<file path="src/rtl/master_port_if.sv">
// Local request handshake plus the 1-bit decoder bus of the master port.
interface master_port_if #(
  parameter int ADDR_WIDTH = 16,
  parameter int DATA_WIDTH = 8
);
  logic                  dvalid, dready, dwrite;
  logic [ADDR_WIDTH-1:0] daddr;
  logic [DATA_WIDTH-1:0] dwdata, drdata;
  logic                  ddone, derr;
  logic                  mwdata, mvalid, mmode;
  logic                  ack, sready, srdata, srvalid;

  modport master (
    input  dvalid, dwrite, daddr, dwdata, ack, sready, srdata, srvalid,
    output dready, drdata, ddone, derr, mwdata, mvalid, mmode
  );

  modport slave (
    output dvalid, dwrite, daddr, dwdata, ack, sready, srdata, srvalid,
    input  dready, drdata, ddone, derr, mwdata, mvalid, mmode
  );
endinterface

</file>
<file path="src/rtl/master_port.sv">
// Serialises device address, memory address and write data onto the 1-bit
// decoder bus, or collects serial read data, for one local request at a time.
module master_port #(
  parameter int ADDR_WIDTH        = 16,
  parameter int DEVICE_ADDR_WIDTH = 4,
  parameter int DATA_WIDTH        = 8,
  parameter int TIMEOUT           = 8
) (
  input  logic          clk,
  input  logic          rstn,
  master_port_if.master bus
);
  localparam int MEM_WIDTH = ADDR_WIDTH - DEVICE_ADDR_WIDTH;
  localparam int MAX_A     = (DEVICE_ADDR_WIDTH > ADDR_WIDTH) ? DEVICE_ADDR_WIDTH : ADDR_WIDTH;
  localparam int MAX_B     = (DATA_WIDTH > TIMEOUT) ? DATA_WIDTH : TIMEOUT;
  localparam int CNT_W     = $clog2((MAX_A > MAX_B) ? MAX_A : MAX_B) + 1;

  localparam logic [CNT_W-1:0] DEV_LAST = CNT_W'(DEVICE_ADDR_WIDTH - 1);
  localparam logic [CNT_W-1:0] MEM_LAST = CNT_W'(MEM_WIDTH - 1);
  localparam logic [CNT_W-1:0] DAT_LAST = CNT_W'(DATA_WIDTH - 1);
  localparam logic [CNT_W-1:0] TO_LAST  = CNT_W'(TIMEOUT - 1);

  typedef enum logic [2:0] {
    IDLE, DEV, WAIT_ACK, CONN, MADDR, WDATA, RDATA, RELEASE
  } state_e;

  state_e                       state_q;
  logic [CNT_W-1:0]             cnt_q;
  logic                         got_q;
  logic [DEVICE_ADDR_WIDTH-1:0] dev_q;
  logic [MEM_WIDTH-1:0]         mem_q;
  logic [DATA_WIDTH-1:0]        wd_q, drdata_q;
  logic                         dready_q, mvalid_q, mwdata_q, mmode_q, ddone_q, derr_q;
  logic [CNT_W-1:0]             ridx;

  // Index of the read bit arriving now; counter holds wait cycles until the first bit.
  assign ridx = got_q ? cnt_q : '0;

  always_ff @(posedge clk) begin
    if (!rstn) begin
      state_q  <= IDLE;
      cnt_q    <= '0;
      got_q    <= 1'b0;
      dev_q    <= '0;
      mem_q    <= '0;
      wd_q     <= '0;
      drdata_q <= '0;
      dready_q <= 1'b1;
      mvalid_q <= 1'b0;
      mwdata_q <= 1'b0;
      mmode_q  <= 1'b0;
      ddone_q  <= 1'b0;
      derr_q   <= 1'b0;
    end else begin
      ddone_q <= 1'b0;
      derr_q  <= 1'b0;
      case (state_q)
        IDLE: if (bus.dvalid) begin
          state_q  <= DEV;
          cnt_q    <= '0;
          got_q    <= 1'b0;
          dready_q <= 1'b0;
          mvalid_q <= 1'b1;
          mwdata_q <= bus.daddr[MEM_WIDTH];
          dev_q    <= bus.daddr[ADDR_WIDTH-1 -: DEVICE_ADDR_WIDTH] >> 1;
          mem_q    <= bus.daddr[MEM_WIDTH-1:0];
          wd_q     <= bus.dwdata;
          mmode_q  <= bus.dwrite;
        end
        DEV: if (cnt_q == DEV_LAST) begin
          state_q  <= WAIT_ACK;
          cnt_q    <= '0;
          mvalid_q <= 1'b0;
          mwdata_q <= 1'b0;
        end else begin
          cnt_q    <= cnt_q + 1'b1;
          mwdata_q <= dev_q[0];
          dev_q    <= dev_q >> 1;
        end
        WAIT_ACK: if (bus.ack) begin
          state_q  <= CONN;
          cnt_q    <= '0;
          mvalid_q <= 1'b1;
          mwdata_q <= 1'b0;
        end else if (cnt_q == TO_LAST) begin
          state_q  <= IDLE;
          cnt_q    <= '0;
          derr_q   <= 1'b1;
          dready_q <= 1'b1;
        end else begin
          cnt_q <= cnt_q + 1'b1;
        end
        CONN: begin
          state_q  <= MADDR;
          cnt_q    <= '0;
          mwdata_q <= mem_q[0];
          mem_q    <= mem_q >> 1;
        end
        MADDR: if (cnt_q == MEM_LAST) begin
          cnt_q <= '0;
          if (mmode_q) begin
            state_q  <= WDATA;
            mwdata_q <= wd_q[0];
            wd_q     <= wd_q >> 1;
          end else begin
            state_q  <= RDATA;
            mvalid_q <= 1'b0;
            mwdata_q <= 1'b0;
          end
        end else begin
          cnt_q    <= cnt_q + 1'b1;
          mwdata_q <= mem_q[0];
          mem_q    <= mem_q >> 1;
        end
        WDATA: if (cnt_q == DAT_LAST) begin
          state_q  <= RELEASE;
          cnt_q    <= '0;
          mvalid_q <= 1'b0;
          mwdata_q <= 1'b0;
        end else begin
          cnt_q    <= cnt_q + 1'b1;
          mwdata_q <= wd_q[0];
          wd_q     <= wd_q >> 1;
        end
        RDATA: if (bus.srvalid) begin
          drdata_q <= {bus.srdata, drdata_q[DATA_WIDTH-1:1]};
          got_q    <= 1'b1;
          if (ridx == DAT_LAST) begin
            state_q <= RELEASE;
            cnt_q   <= '0;
            got_q   <= 1'b0;
          end else begin
            cnt_q <= ridx + 1'b1;
          end
        end else if (!got_q) begin
          if (cnt_q == TO_LAST) begin
            state_q  <= IDLE;
            cnt_q    <= '0;
            derr_q   <= 1'b1;
            dready_q <= 1'b1;
          end else begin
            cnt_q <= cnt_q + 1'b1;
          end
        end
        RELEASE: if (bus.sready) begin
          state_q  <= IDLE;
          cnt_q    <= '0;
          ddone_q  <= 1'b1;
          dready_q <= 1'b1;
        end
        default: state_q <= IDLE;
      endcase
    end
  end

  assign bus.dready = dready_q;
  assign bus.drdata = drdata_q;
  assign bus.ddone  = ddone_q;
  assign bus.derr   = derr_q;
  assign bus.mwdata = mwdata_q;
  assign bus.mvalid = mvalid_q;
  assign bus.mmode  = mmode_q;
endmodule

</file>
<file path="src/flat_wrapper.sv">
// flat-port wrapper written by rule: the top's interface ports become plain ports
module master_port_flat 
#(
  parameter int ADDR_WIDTH        = 16,
  parameter int DEVICE_ADDR_WIDTH = 4,
  parameter int DATA_WIDTH        = 8,
  parameter int TIMEOUT           = 8
)
  (clk, rstn, bus_dvalid, bus_dwrite, bus_daddr, bus_dwdata, bus_ack, bus_sready, bus_srdata, bus_srvalid, bus_dready, bus_drdata, bus_ddone, bus_derr, bus_mwdata, bus_mvalid, bus_mmode);
  master_port_if #(.ADDR_WIDTH(ADDR_WIDTH), .DATA_WIDTH(DATA_WIDTH)) bus_i ();
  input  logic clk;
  input  logic rstn;
  input wire logic [$bits(bus_i.dvalid)-1:0] bus_dvalid;
  input wire logic [$bits(bus_i.dwrite)-1:0] bus_dwrite;
  input wire logic [$bits(bus_i.daddr)-1:0] bus_daddr;
  input wire logic [$bits(bus_i.dwdata)-1:0] bus_dwdata;
  input wire logic [$bits(bus_i.ack)-1:0] bus_ack;
  input wire logic [$bits(bus_i.sready)-1:0] bus_sready;
  input wire logic [$bits(bus_i.srdata)-1:0] bus_srdata;
  input wire logic [$bits(bus_i.srvalid)-1:0] bus_srvalid;
  output wire logic [$bits(bus_i.dready)-1:0] bus_dready;
  output wire logic [$bits(bus_i.drdata)-1:0] bus_drdata;
  output wire logic [$bits(bus_i.ddone)-1:0] bus_ddone;
  output wire logic [$bits(bus_i.derr)-1:0] bus_derr;
  output wire logic [$bits(bus_i.mwdata)-1:0] bus_mwdata;
  output wire logic [$bits(bus_i.mvalid)-1:0] bus_mvalid;
  output wire logic [$bits(bus_i.mmode)-1:0] bus_mmode;
  assign bus_i.dvalid = bus_dvalid;
  assign bus_i.dwrite = bus_dwrite;
  assign bus_i.daddr = bus_daddr;
  assign bus_i.dwdata = bus_dwdata;
  assign bus_i.ack = bus_ack;
  assign bus_i.sready = bus_sready;
  assign bus_i.srdata = bus_srdata;
  assign bus_i.srvalid = bus_srvalid;
  assign bus_dready = bus_i.dready;
  assign bus_drdata = bus_i.drdata;
  assign bus_ddone = bus_i.ddone;
  assign bus_derr = bus_i.derr;
  assign bus_mwdata = bus_i.mwdata;
  assign bus_mvalid = bus_i.mvalid;
  assign bus_mmode = bus_i.mmode;
  master_port #(.ADDR_WIDTH(ADDR_WIDTH), .DEVICE_ADDR_WIDTH(DEVICE_ADDR_WIDTH), .DATA_WIDTH(DATA_WIDTH), .TIMEOUT(TIMEOUT)) u_core (.clk(clk), .rstn(rstn), .bus(bus_i));
endmodule
</file>
<file path="config.mk">
export PLATFORM = sky130hd
export DESIGN_NAME = master_port_flat
export DESIGN_NICKNAME = d
export VERILOG_FILES = /design/src/rtl/master_port_if.sv /design/src/rtl/master_port.sv /design/src/flat_wrapper.sv
export SDC_FILE = /design/constraint.sdc
export NUM_CORES = 1
export LEC_CHECK = 0
export BUFFER_PORTS_ARGS = -buffer_cell sky130_fd_sc_hd__buf_2
export CAP_MARGIN = 20
export CORE_MARGIN = 2
export CORE_UTILIZATION = 40
export DETAILED_ROUTE_END_ITERATION = 8
export GPL_TIMING_DRIVEN = 0
export SYNTH_ARGS = -nofsm -noshare
export SYNTH_HDL_FRONTEND = slang
export SYNTH_SLANG_ARGS = --single-unit
</file>
<file path="constraint.sdc">
create_clock -name clk -period 2.7 [get_ports clk]
set_input_delay 0.135 -clock clk [delete_from_list [all_inputs] [get_ports clk]]
set_output_delay 0.135 -clock clk [all_outputs]
set_load 0.005 [all_outputs]
</file>
Yosys cells after proc, flatten, opt, wreduce, memory -nomap -nowiden
Index checks and enable logic that the tools add are counted.
{ "word_totals": {"register_bits": 47} }
{ "op_classes": {"n_addsub": 2, "n_eq_ne": 28, "muxes": 64, "reduce_logical": 20} }
{ "op_table": {"columns": ["cell", "count"], "rows": [
  ["5-bit 2-to-1 mux", 10],
  ["5-bit one-hot mux with 8 select lines", 1],
  ["12-bit one-hot mux with 3 select lines", 1],
  ["8-bit 2-to-1 mux", 4],
  ["3-bit 2-to-1 mux", 10],
  ["1-bit 2-to-1 mux", 25],
  ["12-bit 2-to-1 mux", 2],
  ["3-bit one-hot mux with 8 select lines", 1],
  ["8-bit one-hot mux with 3 select lines", 1],
  ["2-bit != test (second input constant)", 11],
  ["3-bit AND reduction", 5],
  ["7-bit AND reduction", 2],
  ["3-bit equality test (second input constant)", 4],
  ["5-bit by 1-bit adder with 5-bit output (second input constant)", 2],
  ["5-bit by 3-bit equality test with 1-bit output (second input constant)", 2],
  ["4-bit 2-to-1 mux", 2],
  ["2-bit by 1-bit != test with 1-bit output (second input constant)", 4],
  ["4-bit one-hot mux with 2 select lines", 1],
  ["3-bit by 2-bit equality test with 1-bit output (second input constant)", 2],
  ["1-bit one-hot mux with 6 select lines", 1],
  ["2-bit AND reduction", 3],
  ["6-bit AND reduction", 1],
  ["3-bit nonzero test", 2],
  ["6-bit nonzero test", 1],
  ["14 further kinds", 16]
]} }

Depth between registers and ports, before layout
Gate-level depths: netlist (run 1).
{ "logic_depth": {"depth_word": 5, "ltp_mapped": 9} }

Worst setup path before layout (run 1)
OpenSTA, ideal clock, no wires.
{ "synth_path": {"path_kind": "reg-to-reg", "start": "reg u_core.got_q", "end": "reg u_core.state_q[2]", "setup_time_ns": 0.058, "arrival_time_ns": 1.868, "slack_ns": 0.774, "stages_incl_launch_ff": 9, "n_path_buf": 1, "period_less_slack_ns": 1.926, "cell_sequence": "dfxtp_1 > clkbuf_1 > and2_1 > ha_1 > and4bb_2 > and3_1 > o31a_1 > a31oi_1 > o21a_1"} }
{ "synth_via": {"elab_chain_len": 4} }
{ "synth_rtl": {"columns": ["element", "line_no", "rtl"], "rows": [
  ["from (decl)", "master_port.sv:29", "logic got_q;"],
  ["from (signal assigned)", "master_port.sv:43", "got_q <= 1'b0;"],
  ["from (signal assigned)", "master_port.sv:61", "got_q <= 1'b0;"],
  ["from (signal assigned)", "master_port.sv:127", "got_q <= 1'b1;"],
  ["5-bit 2-to-1 mux", "master_port.sv:37", "assign ridx = got_q ? cnt_q : '0;"],
  ["5-bit by 3-bit equality test with 1-bit output", "master_port.sv:128", "if (ridx == DAT_LAST) begin"],
  ["3-bit by 2-bit != test with 1-bit output (no source line)", null, null],
  ["7-bit AND reduction (no source line) *", null, null],
  ["to (signal assigned)", "master_port.sv:41", "state_q <= IDLE;"],
  ["to (signal assigned)", "master_port.sv:129", "state_q <= RELEASE;"],
  ["to (signal assigned)", "master_port.sv:137", "state_q <= IDLE;"],
  ["to (decl)", "master_port.sv:27", "state_e state_q;"]
]} }
Every way passes the cells marked *; elsewhere a longest branch is shown, timed or not.
A chain may end at the register's enable or synchronous reset.

Worst setup path after layout (run 1)
{ "layout_path": {"start": "reg u_core.cnt_q[0]", "end": "reg u_core.mem_q[7]"} }
{ "layout_via": {"elab_chain_len": 3} }
{ "layout_rtl": {"columns": ["element", "line_no", "rtl"], "rows": [
  ["from (decl)", "master_port.sv:28", "logic [CNT_W-1:0] cnt_q;"],
  ["from (signal assigned)", "master_port.sv:76", "cnt_q <= cnt_q + 1'b1;"],
  ["from (signal assigned)", "master_port.sv:91", "cnt_q <= cnt_q + 1'b1;"],
  ["from (signal assigned)", "master_port.sv:111", "cnt_q <= cnt_q + 1'b1;"],
  ["5-bit by 4-bit equality test with 1-bit output", "master_port.sv:99", "MADDR: if (cnt_q == MEM_LAST) begin"],
  ["2-bit != test (no source line)", null, null],
  ["3-bit AND reduction (no source line)", null, null],
  ["to (signal assigned)", "master_port.sv:66", "mem_q <= bus.daddr[MEM_WIDTH-1:0];"],
  ["to (signal assigned)", "master_port.sv:97", "mem_q <= mem_q >> 1;"],
  ["to (signal assigned)", "master_port.sv:113", "mem_q <= mem_q >> 1;"],
  ["to (decl)", "master_port.sv:31", "logic [MEM_WIDTH-1:0] mem_q;"]
]} }
No other way between the ends.

==> metrics.txt, run 1 <==
Gate power share=0.416; Crit path arrival time=2.60 ns; HP Start=bus_sready; Ports=46; storage element area=921 sq um; Fin. Hold Viols=0; top fanout value on the critical path=10; fmax=417 MHz; layout cells sized above 1=0.227; Cell Area, Synth=0.00267 sq mm; Seq pwr share=0.371; ANT cells=0; worst hold slack=0.0555 ns; Sink Count=46; Setup-failing EPs final=0; DRC=0; Ys Warns=0; max-cap violations=0; ANT nets after route=0; Post-synth EDFFs=0; Clock Tree Root=clkbuf_8; Slew HR=0.553; # fillers=681; CTS tree=yes; final wirelength=6.66 mm; worst-case reg-to-reg path depth=8; clock latency on the worst-skew pair=0.31 ns; Yosys reg bits=46; Area Growth Syn to Fin=16.0%; Worst Tran Pin Value=0.670 ns; Avg Cell Area, Syn=8.60 sq um; static leakage=0.00145 uW; GRT overflow=0; pin count of the biggest net entering global routing=15; top cells by area, synth=dfxtp_1 35%, mux2i_1 9.0%, nand2_1 6.9%; initial antenna violation count=0; Worst setup EP type=flop; leading cell types in the layout, fill and taps excluded=56 x buf_2, 49 x nand2_1, 46 x dfxtp_1; vias per cell=5.49; first-pass detailed-route iteration total=4; RSZ-0062 raised after global routing=false; most common cell after layout, fill and taps aside=buf_2; Int Power=1550 uW; Die Y=85.6 microns; post-CTS resize count=0; total negative slack=0 ns; Peak supply drop=0.000441 V; clock skew=0.0108 ns; Critical Path RT=2.91 ns; CTS buffer count=5; row count=29; design area=0.00309 sq mm; hold path depth=3; number of global-route vias before repair=2302; startpoint class of the critical path=flop; r2r endpoint=u_core.mem_q[7]; Yosys top cell by area=dfxtp_1; Main synth FF type=dfxtp_1; die width=85.6 microns; post-route minimum period=2.40 ns; asr flop ratio synth=0; CTS clock-pin slew for the worst setup and hold paths=0.09 ns; syn_nets=344; Starting DRT DRC Count=187; sw frac=0.365; Psw=890 uW; # H-tree levels=2; Multi-input gate area=0.00158 sq mm; global-route wire length before repair=11.2 mm; Worst Path Class, Setup=reg2reg; outcome=completed; starting density of the core=0.417; DR WL/cell=15.2 microns; hold_buf cts=0; GRT Util Overall=0.191; Post-DP Area=0.00298 sq mm; Die Area=0.00733 sq mm; Nets=395; Endpoint, Worst Hold=u_core.bus.ddone; synth unique cells=64; max-slew violations=0; R2R Path Start=u_core.cnt_q[0]; R2R Setup Slk=0.30 ns; Cells after Synth=310; post-synth top area share=0.346; I/O Buffers=44; Hold Path Class=in2reg; period utilization=0.888; RD Place Congestion=0.947; Pwr per Cell Area=789 mW/mm^2; CORE AREA=0.00639 sq mm; Final HPWL DP=4.90 mm; sequential fraction of the synthesis area=0.346; clock buffer depth=2; DR vias=2409; Tot Pwr=2440 uW; Clock power frac=0.213; postcts setup bufs=0
-- area by class of cell --
type,count,share of cell area
buffer,26,0.0461
tap,77,0.0312
clock inverter,2,0.0121
inverter,6,0.00728
clock buffer,6,0.0235
timing repair buffer,44,0.0712
sequential,46,0.298
multi-input combinational,232,0.511
-- flip-flops by register name (all words and copies together) (netlist names) --
name / count
u_core.mem_q: 12
u_core.bus.drdata: 8
u_core.wd_q: 8
u_core.cnt_q: 5
u_core.dev_q: 3
u_core.state_q: 3
u_core.bus.ddone: 1
u_core.bus.derr: 1
u_core.bus.dready: 1
u_core.bus.mmode: 1
u_core.bus.mvalid: 1
u_core.bus.mwdata: 1
u_core.got_q: 1
-- Yosys cell counts (7+ instances only) --
master	n
o211a_1	13
a21boi_0	14
nand3_1	7
o21ai_0	12
nor2_1	11
nand2_1	49
nor2b_1	13
buf_2	12
mux2i_1	24
dfxtp_1	46
a21oi_1	7
clkbuf_1	8
-- cell families after synthesis --
kind of cell	after synthesis	share of synthesized area
AND/OR/NAND/NOR	121	0.245
buffers and inverters	32	0.0620
XOR/XNOR	3	0.00986
adder cells (fa/ha/maj)	2	0.00939
flip-flops	46	0.346
multiplexers	30	0.115
AO/OA/AOI/OAI	76	0.213
-- worst max-delay path, stage by stage (launching register included) --
cell      delay, ns
dfxtp_1        0.40
ha_1           0.20
buf_4          0.16
nor4bb_1       0.58
nor2b_1        0.13
or3_1          0.32
buf_2          0.16
buf_6          0.14
o211a_1        0.20
-- worst max path at each step --
stage / start / endpoint / slack (ns)
after detailed placement: u_core.cnt_q[0] / u_core.mem_q[7] / 0.33
final: u_core.cnt_q[0] / u_core.mem_q[7] / 0.30
after global placement: u_core.cnt_q[0] / u_core.mem_q[3] / 0.29
after global routing: u_core.cnt_q[0] / u_core.mem_q[4] / 0.18
after floorplan: u_core.got_q / u_core.state_q[2] / 0.77
after CTS: u_core.cnt_q[0] / u_core.mem_q[7] / 0.31
-- power groups by stage --
stage	Clock, uW	Sequential, uW	Combinational [uW]
after floorplan	0	896	788
after global placement	0	917	1000
after detailed placement	0	920	1010
after CTS	534	905	1010
after global routing	559	923	1120
final	519	906	1010
-- per-layer routing --
metal  track usage  routed length, microns
met5             0                       0
met4        0.0519                      76
met3        0.0443                     428
met2         0.304                    3030
met1         0.260                    3120
-- per-stage QoR --
stage	util	setup WS, ns	instances
6_report	0.484	0.303	439
5_1_grt	0.484	0.176	439
4_1_cts	0.484	0.314	439
3_5_place_dp	0.467	0.332	431
3_3_place_gp	0.467	0.287	431
2_1_floorplan	-	0.774	310
Power figures use the tool's default switching activity.
==> run 2, diff against run 1 <==
--- a/config.mk
+++ b/config.mk
@@ -9,6 +9,7 @@
 export CAP_MARGIN = 20
 export CORE_MARGIN = 2
 export CORE_UTILIZATION = 40
+export CTS_BUF_LIST = sky130_fd_sc_hd__clkbuf_4
 export DETAILED_ROUTE_END_ITERATION = 8
 export GPL_TIMING_DRIVEN = 0
 export SYNTH_ARGS = -nofsm -noshare
==> run 2 against run 1 <==
  * Utilization is essentially flat
  * Critical path depth unchanged
  * Non-clock buffer count grew 3
  * Via count rose by 3.0%
  * Die area unchanged
  * First-iteration DRC count up 29%
  * Cell count is 0.68% higher
  * Setup slack lost 0.021 ns
  * Critical endpoint unchanged
  * Highest routed layer unchanged
==> metrics.txt, run 2 (synthesis gave the netlist of run 1 again) <==
outcome=completed; Hold Path Class=in2reg; top fanout value on the critical path=10; CTS tree=yes; Worst Path Class, Setup=reg2reg; post-route minimum period=2.42 ns; Worst Tran Pin Value=0.682 ns; Final HPWL DP=4.90 mm; total negative slack=0 ns; row count=29; DR WL/cell=15.1 microns; Slew HR=0.539; placed insts=431; crit path cell chain=ha_1, buf_4, nor4bb_1, nor2b_1, or3_1, buf_2, buf_6, o211a_1; DRC=0; ANT nets after route=0; GRT overflow=0; vias per cell=5.62; pin count of the biggest net entering global routing=15; clock latency on the worst-skew pair=0.37 ns; CTS clock-pin slew for the worst setup and hold paths=0.14 ns; Post-Layout Cell Count=442; Setup-failing EPs final=0; global-route wire length before repair=11.2 mm; max-slew violations=0; Starting DRT DRC Count=242; storage element area=921 sq um; Crit path arrival time=2.69 ns; HP Start=bus_srdata; R2R Path Start=u_core.cnt_q[0]; startpoint class of the critical path=flop; ANT cells=0; clock skew=0.0192 ns; Pwr per Cell Area=762 mW/mm^2; WP buf/inv=3; most common cell after layout, fill and taps aside=buf_2; Largest Register=u_core.mem_q; static leakage=0.00145 uW; Ports=46; Sink Count=46; clock buffer depth=2; RD Place Congestion=0.947; RSZ-0062 raised after global routing=false; Worst setup EP type=flop; Die Area=0.00733 sq mm; period utilization=0.896; Area Growth Syn to Fin=16.1%; layout cells sized above 1=0.227; CORE AREA=0.00639 sq mm; Die Y=85.6 microns; Fin. Hold Viols=0; number of global-route vias before repair=2304; max FFs per register=12; GRT Util Overall=0.189; cell family with most CP delay=simple AND/OR/NAND/NOR gates; final wirelength=6.68 mm; Clock Tree Root=clkbuf_4; I/O Buffers=44; DR vias=2482; # fillers=684; pre-CTS setup slack=0.332 ns; CP peak stage delay=0.60 ns; first-pass detailed-route iteration total=5; worst-path cell with the longest stage delay=nor4bb_1; Critical Path RT=2.97 ns; setup slack after layout=0.281 ns; starting density of the core=0.417; crit path from=u_core.cnt_q[0]; CTS buffer count=5; leading cell types in the layout, fill and taps excluded=56 x buf_2, 49 x nand2_1, 46 x dfxtp_1; max-cap violations=0; Peak supply drop=0.000402 V; # H-tree levels=2; Multi-input gate area=0.00158 sq mm; Nets=398; initial antenna violation count=0; fmax=413 MHz; die width=85.6 microns
==> run 2: changes by cell type in the layout (fill, tap and decap cells not counted), sizes merged <==
cell	delta
dlygate4sd3	+3
==> run 2: layer usage <==
| metal | global-route usage | part of all wire |
|---|---|---|
| met5 | 0 | 0 |
| met2 | 0.308 | 0.47 |
| met1 | 0.259 | 0.46 |
| met4 | 0.0476 | 0.012 |
| met3 | 0.0337 | 0.060 |
==> run 2: per-stage QoR <==
step / power (uW) / hold WS [ns] / utilization / instance area, sq um
2_1_floorplan: 1680 / 0.249 / - / 2670
3_3_place_gp: 1920 / 0.382 / 0.467 / 2980
3_5_place_dp: 1930 / 0.381 / 0.467 / 2980
4_1_cts: 2370 / 0.000902 / 0.485 / 3090
5_1_grt: 2520 / 0.0222 / 0.485 / 3090
6_report: 2360 / 0.0226 / 0.485 / 3090
==> run 2: repair_timing <==
item                                   CTS  global route
hold buffers                             3             0
endpoints found under the hold margin    3             0
resized for setup                        0             0
setup buffers                            0             0
==> run 2: where the power goes <==
group          switching (uW)  internal (uW)  leakage, uW
clock                     228            206    0.0000419
combinational             560            459      0.00103
sequential               87.6            817     0.000377
total                     875           1480      0.00145
==> run 2: path summary, 6_finish.rpt <==
| path | depth (start not counted) | slack (ns) | end |
|---|---|---|---|
| setup / recovery | 8 | 0.28 | u_core.mem_q[7] |
| hold / removal | 3 | 0.02 | u_core.bus.drdata[7] |
| setup reg to reg | 8 | 0.28 | u_core.mem_q[7] |
| hold reg to reg | 2 | 0.48 | u_core.wd_q[7] |
==> run 2: worst reg2reg max path, delay by kind of cell (launching register included) <==
family	cells	cell delay, ns
flip-flops	1	0.42
buffers and inverters	3	0.47
adder cells (fa/ha/maj)	1	0.20
AO/OA/AOI/OAI	1	0.20
AND/OR/NAND/NOR	3	1.05
==> run 2: final cells by class <==
type / count / area share
Buffer: 26 / 0.0461
Clock buffer: 6 / 0.0146
Clock inverter: 2 / 0.0121
Inverter: 6 / 0.00728
Multi-Input combinational cell: 232 / 0.510
Sequential cell: 46 / 0.298
Tap cell: 77 / 0.0311
Timing Repair Buffer: 47 / 0.0809
